## config.mk

```make
export PLATFORM = sky130hd
export DESIGN_NAME = riscv_prog_loader
export DESIGN_NICKNAME = d
export VERILOG_FILES = /design/src/rtl/riscv_loader_pkg.sv /design/src/rtl/riscv_prog_loader.sv
export SDC_FILE = /design/constraint.sdc
export NUM_CORES = 1
export LEC_CHECK = 0
export ABC_CLOCK_PERIOD_IN_PS = 4600
export BUFFER_PORTS_ARGS = -buffer_cell sky130_fd_sc_hd__buf_2
export CORE_ASPECT_RATIO = 0.7
export CORE_MARGIN = 10
export CORE_UTILIZATION = 46
export DETAILED_ROUTE_END_ITERATION = 10
export GPL_TIMING_DRIVEN = 0
export PLACE_DENSITY_LB_ADDON = 0.2
export SYNTH_ARGS = -nofsm -noshare
export SYNTH_HDL_FRONTEND = slang
export SYNTH_SLANG_ARGS = --single-unit
```

## constraint.sdc

```tcl
create_clock -name clk -period 4.6 [get_ports clk]
set_input_delay 0.23 -clock clk [delete_from_list [all_inputs] [get_ports clk]]
set_output_delay 0.23 -clock clk [all_outputs]
set_load 0.01 [all_outputs]
```

## src/rtl/riscv_loader_pkg.sv

```systemverilog
// rtl/riscv_loader_pkg.sv - shared types and constants for the RISC-V program loader
//
// Holds the loader FSM state type and the RV32I canonical NOP used to pad
// an odd final instruction into a full 64-bit memory word.
package riscv_loader_pkg;

   typedef enum logic [2:0] {
      IDLE    = 3'd0,
      LOAD_LO = 3'd1,
      LOAD_HI = 3'd2,
      WRITE   = 3'd3,
      HOLD    = 3'd4,
      DONE    = 3'd5
   } loader_state_t;

   // addi x0, x0, 0
   localparam logic [31:0] NOP_INSN = 32'h0000_0013;

endpackage

```

## src/rtl/riscv_prog_loader.sv

```systemverilog
// rtl/riscv_prog_loader.sv - streams 32-bit instructions into 64-bit memory words, then releases core reset
//
// Optional feature macro: RISCV_PROG_LOADER_CHECKSUM_EN adds checksum[31:0].
//
// Ports:
//   clk, reset            rising-edge clock, synchronous active-high reset
//   start                 begin a load session (ignored while busy)
//   in_valid/in_ready     32-bit instruction stream handshake, in_data, in_last
//   mem_req/mem_gnt       one 64-bit write per grant at mem_idx with mem_wdata
//   core_resetn           active-low core reset, released only in DONE
//   busy, done, error     session status; error is sticky for words beyond MAX_WORDS
//   word_count            accepted words this session, saturating
//   checksum              XOR of stored words (only with the checksum macro)
module riscv_prog_loader
   import riscv_loader_pkg::*;
#(
   parameter int          XLEN        = 64,
   parameter logic [63:0] BASE_ADDR   = 64'h0000_1000,
   parameter int          MEM_IDX_W   = 16,
   parameter int          MAX_WORDS   = 1024,
   parameter int          HOLD_CYCLES = 4
) (
   input  logic                 clk,
   input  logic                 reset,
   input  logic                 start,
   input  logic                 in_valid,
   output logic                 in_ready,
   input  logic [31:0]          in_data,
   input  logic                 in_last,
   output logic                 mem_req,
   input  logic                 mem_gnt,
   output logic [MEM_IDX_W-1:0] mem_idx,
   output logic [XLEN-1:0]      mem_wdata,
   output logic                 core_resetn,
   output logic                 busy,
   output logic                 done,
   output logic                 error,
   output logic [15:0]          word_count
`ifdef RISCV_PROG_LOADER_CHECKSUM_EN
   ,
   output logic [31:0]          checksum
`endif
);

   // Memory is word-indexed in 8-byte units; the index wraps naturally.
   localparam logic [MEM_IDX_W-1:0] BASE_IDX  = MEM_IDX_W'(BASE_ADDR >> 3);
   localparam logic [16:0]          MAX_W     = 17'(MAX_WORDS);
   localparam logic [31:0]          HOLD_LAST = 32'(HOLD_CYCLES - 1);

   loader_state_t state;
   loader_state_t state_nx;

   logic        accept;
   logic        drop;
   logic        launch;
   logic        last_pair;
   logic        hold_end;
   logic [31:0] hold_cnt;

   assign in_ready    = (state == LOAD_LO) || (state == LOAD_HI);
   assign mem_req     = (state == WRITE);
   assign busy        = (state != IDLE) && (state != DONE);
   assign done        = (state == DONE);
   assign core_resetn = (state == DONE);

   assign accept   = in_valid && in_ready;
   // Once capacity is reached every further word is swallowed, not just the first.
   assign drop     = accept && ({1'b0, word_count} >= MAX_W);
   assign launch   = start && !busy;
   assign hold_end = (hold_cnt == HOLD_LAST);

   always_ff @(posedge clk) begin
      if (reset) begin
         state <= IDLE;
      end else begin
         state <= state_nx;
      end
   end

   always_comb begin
      state_nx = state;
      case (state)
         IDLE: begin
            if (start) state_nx = LOAD_LO;
         end
         LOAD_LO: begin
            if (accept) begin
               if (drop) begin
                  // Nothing buffered, so a dropped last word ends without a write.
                  if (in_last) state_nx = HOLD;
               end else if (in_last) begin
                  state_nx = WRITE;
               end else begin
                  state_nx = LOAD_HI;
               end
            end
         end
         LOAD_HI: begin
            if (accept) begin
               // A dropped last word still flushes the buffered low half, NOP padded.
               if (in_last || !drop) state_nx = WRITE;
            end
         end
         WRITE: begin
            if (mem_gnt) state_nx = last_pair ? HOLD : LOAD_LO;
         end
         HOLD: begin
            if (hold_end) state_nx = DONE;
         end
         DONE: begin
            if (start) state_nx = LOAD_LO;
         end
         default: state_nx = IDLE;
      endcase
   end

   always_ff @(posedge clk) begin
      if (reset) begin
         mem_idx    <= BASE_IDX;
         mem_wdata  <= '0;
         word_count <= '0;
         error      <= 1'b0;
         last_pair  <= 1'b0;
         hold_cnt   <= '0;
      end else begin
         hold_cnt <= (state == HOLD) ? hold_cnt + 32'd1 : 32'd0;

         if (launch) begin
            word_count <= '0;
            error      <= 1'b0;
            mem_idx    <= BASE_IDX;
            last_pair  <= 1'b0;
         end

         if (accept) begin
            if (word_count != 16'hFFFF) word_count <= word_count + 16'd1;
            if (in_last) last_pair <= 1'b1;
            if (drop) begin
               error <= 1'b1;
               if ((state == LOAD_HI) && in_last) mem_wdata[63:32] <= NOP_INSN;
            end else if (state == LOAD_LO) begin
               mem_wdata[31:0] <= in_data;
               if (in_last) mem_wdata[63:32] <= NOP_INSN;
            end else begin
               mem_wdata[63:32] <= in_data;
            end
         end

         if ((state == WRITE) && mem_gnt) mem_idx <= mem_idx + MEM_IDX_W'(1);
      end
   end

`ifdef RISCV_PROG_LOADER_CHECKSUM_EN
   always_ff @(posedge clk) begin
      if (reset) begin
         checksum <= '0;
      end else if (launch) begin
         checksum <= '0;
      end else if (accept && !drop) begin
         checksum <= checksum ^ in_data;
      end
   end
`endif

endmodule

```

# Yosys cells after proc, flatten, opt, wreduce, memory -nomap -nowiden
# Index checks and enable logic that the tools add are counted.
[classes]
order_cmp = 1
addsub = 3
bitwise_logic = 2
n_eq_ne = 17
reduce_logical = 18
mux = 26
[ops]
columns = ["operator", "n"]
rows = [
  ["$mux W32", 4],
  ["$mux W16", 5],
  ["$add A16 B1 Y16 const B", 2],
  ["$add A32 B1 Y32 const B", 1],
  ["$eq A32 B2 Y1 const B", 1],
  ["$mux W3", 9],
  ["$ge A16 B11 Y1 const B", 1],
  ["$ne A16 B16 Y1 const B", 1],
  ["$pmux W3 S5", 1],
  ["$ne A3 B3 Y1 const B", 3],
  ["$ne A2 B1 Y1 const B", 4],
  ["$mux W1", 7],
  ["$reduce_and A7 Y1", 1],
  ["$eq A3 B2 Y1 const B", 2],
  ["$eq A3 B3 Y1 const B", 2],
  ["$logic_and A1 B1 Y1", 6],
  ["$ne A2 B2 Y1 const B", 3],
  ["$reduce_and A3 Y1", 2],
  ["$reduce_or A2 Y1", 2],
  ["$eq A3 B1 Y1 const B", 1],
  ["$logic_not A3 Y1", 1],
  ["$reduce_bool A3 Y1", 1],
  ["$logic_not A1 Y1", 2],
  ["$logic_or A1 B1 Y1", 2],
  ["2 further kinds", 3],
]
[word_totals]
register_bits = 133
word_cells = 75
output_inout_bits = 102
inputBits = 38

# Depth between registers and ports, before layout
# Gate-level depths: netlist (run 1).
[depth]
word_depth = 9
depth_mapped = 8

# Least setup slack after synthesis (run 1)
# Ideal clock, no wire load.
[synth_timing]
path_kind = "register -> register"
start = "register word_count[0]"
end = "register word_count[6]"
setup_slack_ns = 2.502
stages_incl_launch_ff = 8
n_path_buf = 1
t_arrival_ns = 1.997
path_cell_list = "dfxtp_1 ha_1 nand4_4 or4_4 a211oi_2 buf_4 o21ai_0 o41ai_1"
[synth_via]
elab_chain_len = 3
word_cells_on_any_way = 4
cone_classes = "add/sub: 1; eq/ne: 1; mux: 2"
[synth_rtl]
columns = ["element", "line", "text"]
rows = [
  ["from (decl)", "riscv_prog_loader.sv:38", "output logic [15:0] word_count"],
  ["from (signal assigned)", "riscv_prog_loader.sv:136", "if (word_count != 16'hFFFF) word_count <= word_count + 16'd1;"],
  ["$add A16 B1 Y16 or $ne A16 B16 Y1 (tied branches)", "riscv_prog_loader.sv:136", ""],
  ["$mux W16 (*)", "riscv_prog_loader.sv:136", ""],
  ["$mux W16 (*)", "riscv_prog_loader.sv:135", "if (accept) begin"],
]
# Every way passes the cells marked *; elsewhere a longest branch is shown, timed or not.
# A chain may end at the register's enable or synchronous reset.

# Worst setup path after layout (run 1)
# Same ends and word-level chain as after synthesis.

==> results of run 1 <==
## cell families (layout without fill, tap and decap cells)
logic type / Yosys count / in the layout / synth area share (%)
other: 0 / 1 / 0
AND/OR/NAND/NOR: 285 / 285 / 26.0
XOR/XNOR: 27 / 27 / 4.20
multiplexers: 6 / 6 / 1.11
flip-flops: 133 / 133 / 47.3
adder cells (fa/ha/maj): 4 / 4 / 0.889
buffers and inverters: 50 / 221 / 3.69
AO/OA/AOI/OAI: 149 / 149 / 16.8
## area by class of cell
cell class                 count  area, µm²
multi-input combinational    471       2760
timing repair buffer         139        696
sequential                   133       2660
fill                        1072       4750
clock buffer                  19        453
inverter                      14       52.6
buffer                        36        155
clock inverter                13        123
antenna                        1       2.50
tap                          157        196
## cell usage in the layout (no fill, tap or decap), types with 5 or more instances in the layout
master | netlist | final
sky130_fd_sc_hd__a21oi_1 | 70 | 70
sky130_fd_sc_hd__a22o_1 | 31 | 31
sky130_fd_sc_hd__and2_1 | 9 | 9
sky130_fd_sc_hd__and3_1 | 12 | 12
sky130_fd_sc_hd__and4_1 | 6 | 6
sky130_fd_sc_hd__buf_2 | 10 | 149
sky130_fd_sc_hd__clkbuf_1 | 22 | 22
sky130_fd_sc_hd__clkbuf_16 | 0 | 17
sky130_fd_sc_hd__dfxtp_1 | 133 | 133
sky130_fd_sc_hd__inv_1 | 14 | 14
sky130_fd_sc_hd__nand2_1 | 100 | 100
sky130_fd_sc_hd__nand3_1 | 31 | 31
sky130_fd_sc_hd__nand4_1 | 18 | 18
sky130_fd_sc_hd__nor2_1 | 47 | 47
sky130_fd_sc_hd__nor3_1 | 14 | 14
sky130_fd_sc_hd__nor4_1 | 10 | 10
sky130_fd_sc_hd__o21ai_0 | 21 | 21
sky130_fd_sc_hd__or3_1 | 11 | 11
sky130_fd_sc_hd__or4_1 | 5 | 5
sky130_fd_sc_hd__xnor2_1 | 6 | 6
sky130_fd_sc_hd__xor2_1 | 21 | 21
## stage by stage
stage	area, µm²	power, W	hold slack [ns]
after floorplan	5630	0.00185	0.355
after global placement	6520	0.00213	0.441
after detailed placement	6520	0.00216	0.445
after CTS	7100	0.00346	0.0299
after global routing	7100	0.00362	0.0313
final	7100	0.00344	0.0374
## state kept, by name (all words and copies together) (netlist names)
register	count
error	1
hold_cnt	32
last_pair	1
mem_idx	16
mem_wdata	64
state	3
word_count	16
## critical path: stages, from the launching register on
cell and delay (ns):
sky130_fd_sc_hd__dfxtp_1 0.43, sky130_fd_sc_hd__ha_1 0.29, sky130_fd_sc_hd__nand4_4 0.18, sky130_fd_sc_hd__or4_4 0.60
sky130_fd_sc_hd__a211oi_2 0.33, sky130_fd_sc_hd__buf_4 0.23, sky130_fd_sc_hd__o21ai_0 0.11, sky130_fd_sc_hd__o41ai_1 0.07
## power by group through the flow
| stage | clock (W) | sequential [W] | combinational [W] |
|---|---|---|---|
| 6_report | 0.00130 | 0.00133 | 0.000810 |
| 3_3_place_gp | 0 | 0.00134 | 0.000789 |
| 2_1_floorplan | 0 | 0.00139 | 0.000463 |
| 5_1_grt | 0.00138 | 0.00134 | 0.000899 |
| 3_5_place_dp | 0 | 0.00135 | 0.000807 |
| 4_1_cts | 0.00132 | 0.00133 | 0.000813 |
## worst min-delay path by stage
stage / from / end / slack [ns] / depth (start not counted)
detailed placement: mem_wdata[3] / mem_wdata[3] / 0.45 / 2
global route: in_data[8] / mem_wdata[40] / 0.03 / 2
floorplan: in_data[2] / mem_wdata[34] / 0.36 / 1
finish: in_data[8] / mem_wdata[40] / 0.04 / 2
CTS: in_data[8] / mem_wdata[40] / 0.03 / 2
global placement: mem_wdata[3] / mem_wdata[3] / 0.44 / 2
## routing by layer
layer / part of all wire (%) / vias to the layer above / wire length (µm)
li1: - / 2667 / -
met1: 46 / 2638 / 7600
met2: 46 / 192 / 7570
met3: 6.6 / 17 / 1090
met4: 1.1 / 0 / 173
met5: 0 / - / 0
==> results.txt, run 1 <==
- Worst setup skew after layout: between 0.01 and 0.015 ns
* Cell row count: 33
* Number of DRC markers after the initial detailed-route iteration: 410
- After synthesis the netlist holds a flip-flop and latch count of 133.
- Buffer depth of the longest clock path: 2
* Required time at the endpoint of the critical path: just under 5 ns
- Clock tree from TritonCTS: built
- In the global route stage, met3 resource usage came out at 5.72%.
- The clock net in this run drives a total of around 130 sinks.
* Clk Tree Root Cell: sky130_fd_sc_hd__clkbuf_16
- Post-DR wirelength/cell: between 15 and 20 µm
- Share of the synthesized area in the top cell type: 47.3%
- For this run, the leading register cell type out of synthesis is sky130_fd_sc_hd__dfxtp_1.
* First-pass GRT wire length: 26800 µm
* Number of input and output port buffers inserted: between 100 and 150
* Post-route ant nets: 0
- For this run, the share of the core covered by cells in the final layout is 59.9%.
* Gates resized, CTS repair: 0
* Top post-synthesis cells by count: 133 x sky130_fd_sc_hd__dfxtp_1, 100 x sky130_fd_sc_hd__nand2_1, 70 x sky130_fd_sc_hd__a21oi_1, 47 x sky130_fd_sc_hd__nor2_1
- Total wirelength of the detailed-routed design: 16400 µm
* Area of the core: 11900 µm²
- The critical path ends at word_count[6].
- Most heavily used metal layer in global routing: met2
* Clock slew at reported path FFs: 0.06 ns
- Crit Reg-Reg Endpoint: word_count[6]
* Starting density of the core: 47.5%
* Clock power frac: 37.8%
- Time the final worst path needs with I/O delays and setup: 2.33 ns
* Number of buffers inserted during clock tree synthesis: 17
- OpenSTA, run right after detailed placement, puts the worst setup slack at about 2.3 ns.
* Mean post-synth cell area: between 8 and 9 µm²
* Via count of the first global-routing pass: 5319
- The number of nets in the synthesized netlist is 696.
- Combinational logic burns 23.6% of the power.
- The H-tree was split into 4 levels.
- Crit Path Category: register to register
- The final number of max-transition violations came to 0.
- For this run, global-route usage on met2 was measured as 29.8%.
- In the routed design, unresolved DRC markers number 0.
- Count of flip-flops with a built-in enable after synthesis: 0
* Overflow left after global routing: 0
- Via-to-Cell Ratio: roughly 5.6
- Most frequently used cell type in the post-synthesis netlist: sky130_fd_sc_hd__dfxtp_1
- After synthesis, the netlist uses 51 different library cells.
- Static Leak: 2.95 nW
* Power density over the cells: just under 500 nW/µm²
- Initial antenna violation count: 1
- Reg-to-Reg Start: word_count[0]
* Horizontal extent of the die: 152 µm
- Crit path arrival time: 2.64 ns
* Sequential fraction of the synthesis area: 47.3%
- Setup slack on the critical path of the routed design comes to about 2.3 ns.
* Max-cap violation count: 0
- Setup repair after global routing left no endpoint under its margin.
- Yosys warning total: 0
* Maximum number of pins on one net before global-route repair: 17
- IR drop worst, VDD: roughly 300 µV
- In the final layout, the share of cells above drive strength 1 is between 20% and 30%.
- The biggest area contributor in the post-synthesis netlist is sky130_fd_sc_hd__dfxtp_1.
* Final weighted congestion in routability-driven placement: between 0.8 and 0.9
- Fraction of power consumed by sequential logic: 38.6%
- Ys async rst share: 0%
- Die height: 113 µm
- Detailed placement ended at an HPWL of 12400 µm.
- STA classifies the critical path endpoint as a register.
* Clock insertion delay at the later pin of the skew report: roughly 0.41 ns
- Number of nets in the layout: about 850
* Worst-case register-to-register setup slack: 2.27 ns
- Before antenna repair, the detailed router went through 5 iterations.
- Actual slew at the worst max-slew pin: between 0.6 and 0.7 ns
- Along the worst path, the maximum fanout reaches 10.
- Met1 capacity usage during global routing: 23.5%
* Netlist Area Pre-Place: 5630 µm²
- Number of I/O pins: 140
- Final hold viol count: 0
- Global routing used 18.5% of the available tracks across all layers.
- From synthesis to final layout, the design area changed by 26.1%.
- The worst setup path is launched from a register.
* Number of setup violations in the final report: 0
- Overall via count from detail_route: 5514
- Top post-synthesis cells by area: sky130_fd_sc_hd__dfxtp_1 47%, sky130_fd_sc_hd__nand2_1 6.7%, sky130_fd_sc_hd__a21oi_1 6.2%
- Start point of the critical path: word_count[0]
- The floorplan step defined a die boundary enclosing approximately 17000 µm².
- Worst Reg-to-Reg Cells: 7
* Period utilization: 50.5%
- Power Internal: 0.00233 W
- Including well taps, the total number of placed cells is 950.
* Outcome: complete, no violations
* Count of non-filler cells in the finished layout: between 900 and 1000
- After routing, the total negative slack on setup checks comes to 0 ns.
- Net switching is 32.2% of the power.
- Path class of the lowest-slack min-delay path: primary input to register
- Cell count after synthesis: 654
- Slew margin rel.: 55.7%
* Buffers inserted during post-CTS setup optimization: 0
- Switching power: approximately 0.0011 W
* Number of hold-repair buffers added at the cts stage: 0
* Peak Freq: 430 MHz
Note: power is estimated with default switching activity, not from simulation.
==> run 2: changes to the inputs <==
--- a/config.mk
+++ b/config.mk
@@ -5,7 +5,8 @@
 export SDC_FILE = /design/constraint.sdc
 export NUM_CORES = 1
 export LEC_CHECK = 0
-export ABC_CLOCK_PERIOD_IN_PS = 4600
+export ABC_AREA = 1
+export ABC_CLOCK_PERIOD_IN_PS = 2000
 export BUFFER_PORTS_ARGS = -buffer_cell sky130_fd_sc_hd__buf_2
 export CORE_ASPECT_RATIO = 0.7
 export CORE_MARGIN = 10
==> constraint.sdc (replaced) <==
create_clock -name clk -period 2 [get_ports clk]
set_input_delay 0.1 -clock clk [delete_from_list [all_inputs] [get_ports clk]]
set_output_delay 0.1 -clock clk [all_outputs]
set_load 0.01 [all_outputs]
==> results.txt, run 2 <==
- The run finished with clean final reports.
- Data arrives at the worst endpoint at 2.14 ns.
- 140 I/O pins were placed.
- Post-route ant nets: 0
- Ys async rst share: 0%
* Overall via count from detail_route: 6720
- In the post-synthesis netlist, the biggest area contributors are sky130_fd_sc_hd__dfxtp_1 42%, sky130_fd_sc_hd__nand2_1 10%, sky130_fd_sc_hd__nor2_1 9.1%.
* Layout cells sized above 1: 19.3%
* Fraction of power spent switching nets: 35.3%
- Counting tap cells, the placed design contains a total of 1268 instances.
- Measured against its own limit, the worst slew margin works out to 63.2%.
- The worst register-to-register path has a depth of 6.
* Area of the core: 13300 µm²
* Horizontal extent of the die: about 160 µm
* Largest reg by FF count: mem_wdata
- After layout, the minimum clock period comes to 1.85 ns.
- Power density over the cells: 1080 nW/µm²
- The congestion estimate from routability-driven global placement came to 0.911.
* Endpoint type of the worst setup path: register
- Counting instances, the worst hold path has a depth of 3.
* Cell type with the highest aggregate area in the netlist: sky130_fd_sc_hd__dfxtp_1
* Switching power: 0.00317 W
- The signal on the critical path passes through buf_2, nor2_1, nand3_2, nor3_4, clkbuf_1, a21oi_1.
* Drc violations: 0
- Mean post-synth cell area: 6.70 µm²
- Counting every net in the synthesized netlist gives 987.
* Count of non-filler cells in the finished layout: between 1000 and 1500
- The initial utilization of the core area, before any placement, comes to 47.5%.
- In this run the critical register-to-register path is captured at mem_wdata[23].
- Hold path startpoint: in_valid
- Die height: 118 µm
- Peak Freq: 542 MHz
- Sum of internal, switching and leakage power: 0.00897 W
- Fraction of power consumed by sequential logic: 36.7%
- Via count of the first global-routing pass: 6387
- Via-to-Cell Ratio: 5.01
* Largest stage delay on the critical path: 0.42 ns
- Counting the buffers created by CTS gives 17.
- Cell count after synthesis: 945
* Overflow left after global routing: 0
* Die area: 18900 µm²
* Crit Path Category: register to register
- The final number of max-transition violations is 0.
* Actual slew at the worst max-slew pin: 0.552 ns
- In this run, synthesis produced a sequential element count of 133.
- The count of endpoints failing hold in the final timing report came to 0.
- Max-cap violation count: 0
- The worst register-to-register path has a setup slack of 0.15 ns.
- Static Leak: 3.71 nW
* Path class of the lowest-slack min-delay path: primary input to register
- Summing the sequential cell areas from Yosys gives 42.1% of the chip area.
* Most common cell after layout, fill and taps aside: sky130_fd_sc_hd__nand2_1
- Instance area after placement: 7250 µm²
- VDD sags by at most 665 µV.
* Yosys warning total: 0
- Number of setup violations in the final report: 0
- Final TNS setup: 0 ns
- The H-tree was split into 4 levels.
- Largest registers: mem_wdata: 64 flops, hold_cnt: 32 flops
- Highest-count cells in the layout ignoring fill and taps: 171 x sky130_fd_sc_hd__nand2_1, 152 x sky130_fd_sc_hd__nor2_1, 144 x sky130_fd_sc_hd__buf_2
- Share of the synthesized area in the top cell type: 42.1%
* First-pass GRT wire length: 32700 µm
- Cell row count: 35
* Final cell area excluding filler cells: between 8000 and 9000 µm²
- Fill cells: 1250
- End-of-flow core utilization: 62.5%
- Combinational logic burns 28.1% of the power.
- Most frequently used cell type in the post-synthesis netlist: sky130_fd_sc_hd__nand2_1
* CTS sink count: around 130
- Estimated wirelength of the detail-placed design: 14700 µm
* Top post-synthesis cells by count: 172 x sky130_fd_sc_hd__nand2_1, 154 x sky130_fd_sc_hd__nor2_1, 133 x sky130_fd_sc_hd__dfxtp_1, 129 x sky130_fd_sc_hd__inv_1, 89 x sky130_fd_sc_hd__a21oi_1
* Clk Tree Root Cell: sky130_fd_sc_hd__clkbuf_16
- After the last flow step, the layout net total stands at 1185.
- After layout, the worst path uses 92.3% of the clock period.
* Count of flip-flops with a built-in enable after synthesis: 0
- The register with the most flip-flops in the layout has 64 of them.
- Buffer depth of the longest clock path: 2
* Required time at the endpoint of the critical path: 2.29 ns
- The number of antenna diodes in the final layout is 0.
- Number of DRC markers after the initial detailed-route iteration: 513
* Clock insertion delay at the later pin of the skew report: 0.43 ns
- Initial antenna violation count: 0
- Port buffering added 138 buffers.
* Most used DFF post-synth: sky130_fd_sc_hd__dfxtp_1
- Maximum number of pins on one net before global-route repair: 17
- The path with the worst hold slack has its endpoint at error.
* Worst setup skew after layout: 0.00983 ns
* Total wirelength of the detailed-routed design: approximately 20000 µm
- CP Launch Type: register
* Area delta synth->final: 31.5%
- The first detailed-routing pass took 6 iterations.
- Internal power comes to ~0.0058 W.
* Critical Path Slowest Stage Cell: sky130_fd_sc_hd__clkbuf_1
* Clock slew at reported path FFs: 0.06 ns
- Netlist Area Pre-Place: between 6000 and 7000 µm²
- The worst register-to-register path begins at word_count[10].
- Max Fanout on Critical Path: 10
* Clock tree from TritonCTS: built
* Clock power frac: 35.2%
* GRT Resource Usage Total: around a fifth
- In the final routed layout, each cell accounts on average for 15.0 µm.
- Number of library cell types mapped by synthesis: 37
run 2: final cells by class:
class	instances	area (µm²)	share of cell area [%]
Multi-Input combinational cell	649	3060	36.8
Sequential cell	133	2670	32.0
Timing Repair Buffer	179	1090	13.1
Inverter	130	488	5.86
Clock buffer	20	457	5.49
Tap cell	185	231	2.78
Buffer	33	193	2.32
Clock inverter	12	131	1.58
run 2: how the worst max path moves through the flow:
stage / startpoint / to / cells past startpoint
3_5_place_dp: state[1] / hold_cnt[15] / 8
4_1_cts: word_count[1] / word_count[15] / 11
6_report: word_count[10] / mem_wdata[23] / 6
3_3_place_gp: state[0] / hold_cnt[24] / 8
2_1_floorplan: word_count[1] / word_count[15] / 11
5_1_grt: word_count[10] / mem_wdata[23] / 6
run 2: power groups by stage:
stage | sequential [W] | combinational, W | clock [W]
after floorplan | 0.00348 | 0.00128 | 0
after detailed placement | 0.00333 | 0.00238 | 0
final | 0.00329 | 0.00252 | 0.00316
after global placement | 0.00334 | 0.00235 | 0
after CTS | 0.00329 | 0.00249 | 0.00318
after global routing | 0.00335 | 0.00282 | 0.00330
run 2: worst max-delay path, delay by kind of cell (launching register included):
kind | cells | cell delay, ns
simple gates | 3 | 0.69
compound gates | 1 | 0.13
flops | 1 | 0.30
buf+inv | 2 | 0.58
run 2: routing by layer:
layer,routed length (µm),up-vias,GRT usage [%]
met5,0,-,0
met4,269,0,5.84
li1,-,3437,-
met1,9240,2972,27.7
met2,8350,284,30.7
met3,2200,27,7.80
run 2: timing repair:
| item | in CTS | in global routing |
|---|---|---|
| hold buffers | 33 | 0 |
| pin swaps | 0 | 4 |
| buffers inserted | 1 | 7 |
| endpoints found under the hold margin | 36 | 0 |
| gates cloned | 0 | 0 |
| gates resized for setup | 3 | 26 |
| setup endpoints to repair | 47 | 98 |
run 2: logic make-up (layout without fill, tap and decap cells):
kind of cell / count (synthesis) / count (layout) / synth area share, %
AO/OA/AOI/OAI: 204 / 204 / 16.4
XOR/XNOR: 5 / 5 / 0.692
adder cells (fa/ha/maj): 4 / 4 / 0.791
buffers and inverters: 163 / 374 / 10.6
flip-flops: 133 / 133 / 42.1
AND/OR/NAND/NOR: 436 / 436 / 29.4
run 2: through the flow:
| stage | setup WS [ns] | hold WS [ns] |
|---|---|---|
| after CTS | 0.00625 | 0.0659 |
| after global placement | -0.187 | 0.354 |
| after floorplan | 0.248 | 0.235 |
| after global routing | -0.00315 | 0.0596 |
| after detailed placement | -0.146 | 0.349 |
| final | 0.155 | 0.0497 |
==> run 3: changes to the inputs <==
--- a/config.mk
+++ b/config.mk
@@ -5,7 +5,6 @@
 export SDC_FILE = /design/constraint.sdc
 export NUM_CORES = 1
 export LEC_CHECK = 0
-export ABC_AREA = 1
 export ABC_CLOCK_PERIOD_IN_PS = 2000
 export BUFFER_PORTS_ARGS = -buffer_cell sky130_fd_sc_hd__buf_2
 export CORE_ASPECT_RATIO = 0.7
==> results.txt, run 3 (synthesis results as in run 1) <==
- The floorplan step set the die width to 152 µm.
* Actual slew at the worst max-slew pin: 0.587 ns
* Buffer depth of the longest clock path: 2
- Dividing the detail-routed via count by the number of cells gives 5.57.
- Across the routed clock network, the largest skew measured is 0.0128 ns.
* Die area: 17100 µm²
- Final hold viol count: 0
- Fill cells: slightly below 1000
- In this run, the number of DRC markers left after iteration 0 of detailed routing was 559.
- Time the final worst path needs with I/O delays and setup: 1.98 ns
- The final number of max-transition violations is 0.
- The analysis attributes to net switching a power of 0.00272 W.
- On the critical path the largest part of the delay comes from simple AND/OR/NAND/NOR gates.
- Max Fanout on Critical Path: 5
* Highest-count cells in the layout ignoring fill and taps: 142 x sky130_fd_sc_hd__buf_2, 117 x sky130_fd_sc_hd__dfxtp_1, 99 x sky130_fd_sc_hd__nand2_1
- The register with the most flip-flops in the layout has 64 of them.
* GRT Resource Usage Total: 19.8%
- Multi-input gate area: about 2900 µm²
* Post-route ant nets: 0
* Largest stage delay on the critical path: 0.57 ns
- Drc violations: 0
* Number of nets in the layout: 900
- The final layout contains routed wiring with a total length of about 18000 µm.
- For this run, the top clock speed supported by timing is about 500 MHz.
- Fraction of power consumed by sequential logic: a little over a third
- Net switching is 31.6% of the power.
- 140 I/O pins were placed.
- Die height: 113 µm
- Clock latency on the worst-skew pair, taken at its later pin, is 0.42 ns.
- Power density over the cells: 1100 nW/µm²
* Largest registers: mem_wdata: 64 flops, hold_cnt: 32 flops
- The tree is rooted in a sky130_fd_sc_hd__clkbuf_16.
* Via count of the first global-routing pass: approximately 5500
- Final cell area excluding filler cells: 7820 µm²
- Crit path buffers/inverters: 1
* Estimated wirelength of the detail-placed design: between 10000 and 15000 µm
- Compared with the post-synthesis result, the final layout area differs by 38.8%.
* Clock slew at reported path FFs: roughly 0.060 ns
- The min-delay analysis places its worst path in the category primary input to register.
* Number of setup violations in the final report: 0
- Count of non-filler cells in the finished layout: 1029
- Clock power frac: 39.4%
- Overall via count from detail_route: roughly 5700
* Final weighted congestion in routability-driven placement: 0.928
* Outcome: complete, no violations
- WHS: around 0.18 ns
- The number of antenna violations at the first check in global routing was 2.
- Maximum number of pins on one net before global-route repair: 17
* Starting density of the core: between 40 and 50%
- The analysis attributes to cell leakage a power of 3.28 nW.
- The slowest stage of the critical path is the sky130_fd_sc_hd__or4_4 cell.
- Across the run, the number of max-cap violations was 0.
* Register area: 2690 µm²
* First-pass GRT wire length: about 29000 µm
- In the finished design, the share of the clock period the worst path needs comes to 99.1%.
- Endpoint type of the worst setup path: register
- Setup repair after global routing could not meet its margin everywhere.
* Number of buffers inserted during clock tree synthesis: 17
- Largest reg by FF count: mem_wdata
- The placed instances occupy a cell area of about 6500 µm².
- After detailed placement, the design holds a cell count of 950.
* End-of-flow core utilization: ~66%
* Required time at the endpoint of the critical path: ~2.3 ns
* CTS sink count: 133
* Gate power share: 25.0%
* Slew margin rel.: 60.9%
- STA classifies the critical path startpoint as a register.
- Clock tree from TritonCTS: built
- The floorplan step defined a core boundary enclosing between 10000 and 15000 µm².
- Crit path arrival time: 2.27 ns
- Row generation in the floorplan step produced 33 rows.
- In the final layout, the share of cells above drive strength 1 is 30.1%.
* Crit Path Category: register to register
- VDD sags by at most 809 µV.
- First-pass DRT Iterations: 5
* Sum of internal, switching and leakage power: 0.00859 W
- Overflow left after global routing: 0
* Cells along the critical path: ha_4, nand4_4, or4_4, a211oi_4, buf_6, nand2_1, o311ai_0
- Cell internal power was estimated by the tool at ~0.0059 W.
- Number of input and output port buffers inserted: 139
- Number of H-tree levels: 4
- After detailed routing, the average wire length per cell comes to around 17 µm.
- Most common cell after layout, fill and taps aside: sky130_fd_sc_hd__buf_2
-- run 3: cell types whose count changed in the layout (fill, tap and decap cells not counted), sizes merged, moves of 12 or more --
cell	before	now
a21oi	89	70
a22o	0	31
and3	0	12
inv	139	21
nand2	175	100
nand3	51	31
nor2	157	47
nor3	29	16
nor4	0	12
o21ai	108	23
xor2	2	21
-- run 3: area by class of cell --
class | instances | area share, %
Multi-Input combinational cell | 471 | 37.0
Sequential cell | 133 | 34.4
Timing Repair Buffer | 190 | 14.9
Clock buffer | 17 | 5.44
Clock inverter | 15 | 2.75
Tap cell | 157 | 2.51
Buffer | 31 | 2.29
Inverter | 14 | 0.672
Antenna cell | 1 | 0.0320
-- run 3: stage by stage --
stage | setup WS (ns) | setup TNS [ns]
after CTS | -0.0790 | -0.875
after global placement | -0.177 | -4.89
after floorplan | 0.0556 | 0
final | 0.0180 | 0
after detailed placement | -0.199 | -5.59
after global routing | -0.0549 | -0.390
-- run 3: path summary, 6_finish.rpt --
path | from | endpoint | slack [ns] | cells after the start
worst max-delay path | word_count[0] | word_count[5] | 0.02 | 7
worst min-delay path | mem_gnt | mem_idx[1] | 0.18 | 4
worst max register to register | word_count[0] | word_count[5] | 0.02 | 7
worst min register to register | mem_wdata[14] | mem_wdata[14] | 0.45 | 2
-- run 3: worst reg2reg max path, stage by stage, from the launching register on --
cell	delay, ns
sky130_fd_sc_hd__dfxtp_4	0.37
sky130_fd_sc_hd__ha_4	0.16
sky130_fd_sc_hd__nand4_4	0.09
sky130_fd_sc_hd__or4_4	0.57
sky130_fd_sc_hd__a211oi_4	0.35
sky130_fd_sc_hd__buf_6	0.18
sky130_fd_sc_hd__nand2_1	0.05
sky130_fd_sc_hd__o311ai_0	0.09
-- run 3: metal layers --
layer	vias up	global-route usage (%)	share of wire, %
li1	2753	-	-
met3	26	5.91	7.9
met2	214	30.7	45
met5	-	0	0.10
met1	2735	25.7	45
met4	2	7.17	1.7
-- run 3: power by group through the flow --
stage                     clock network, W  registers, W  logic [W]
after floorplan                          0       0.00320    0.00107
after global placement                   0       0.00310    0.00181
after detailed placement                 0       0.00311    0.00185
after CTS                          0.00343       0.00306    0.00199
after global routing               0.00356       0.00309    0.00236
final                              0.00338       0.00306    0.00215
-- run 3: repair_timing --
item	in CTS	in global routing
hold buffers	33	0
gates cloned	1	0
endpoints found under the setup margin	78	94
pin swaps	4	14
endpoints found under the hold margin	65	0
setup buffers	3	14
resized for setup	19	64
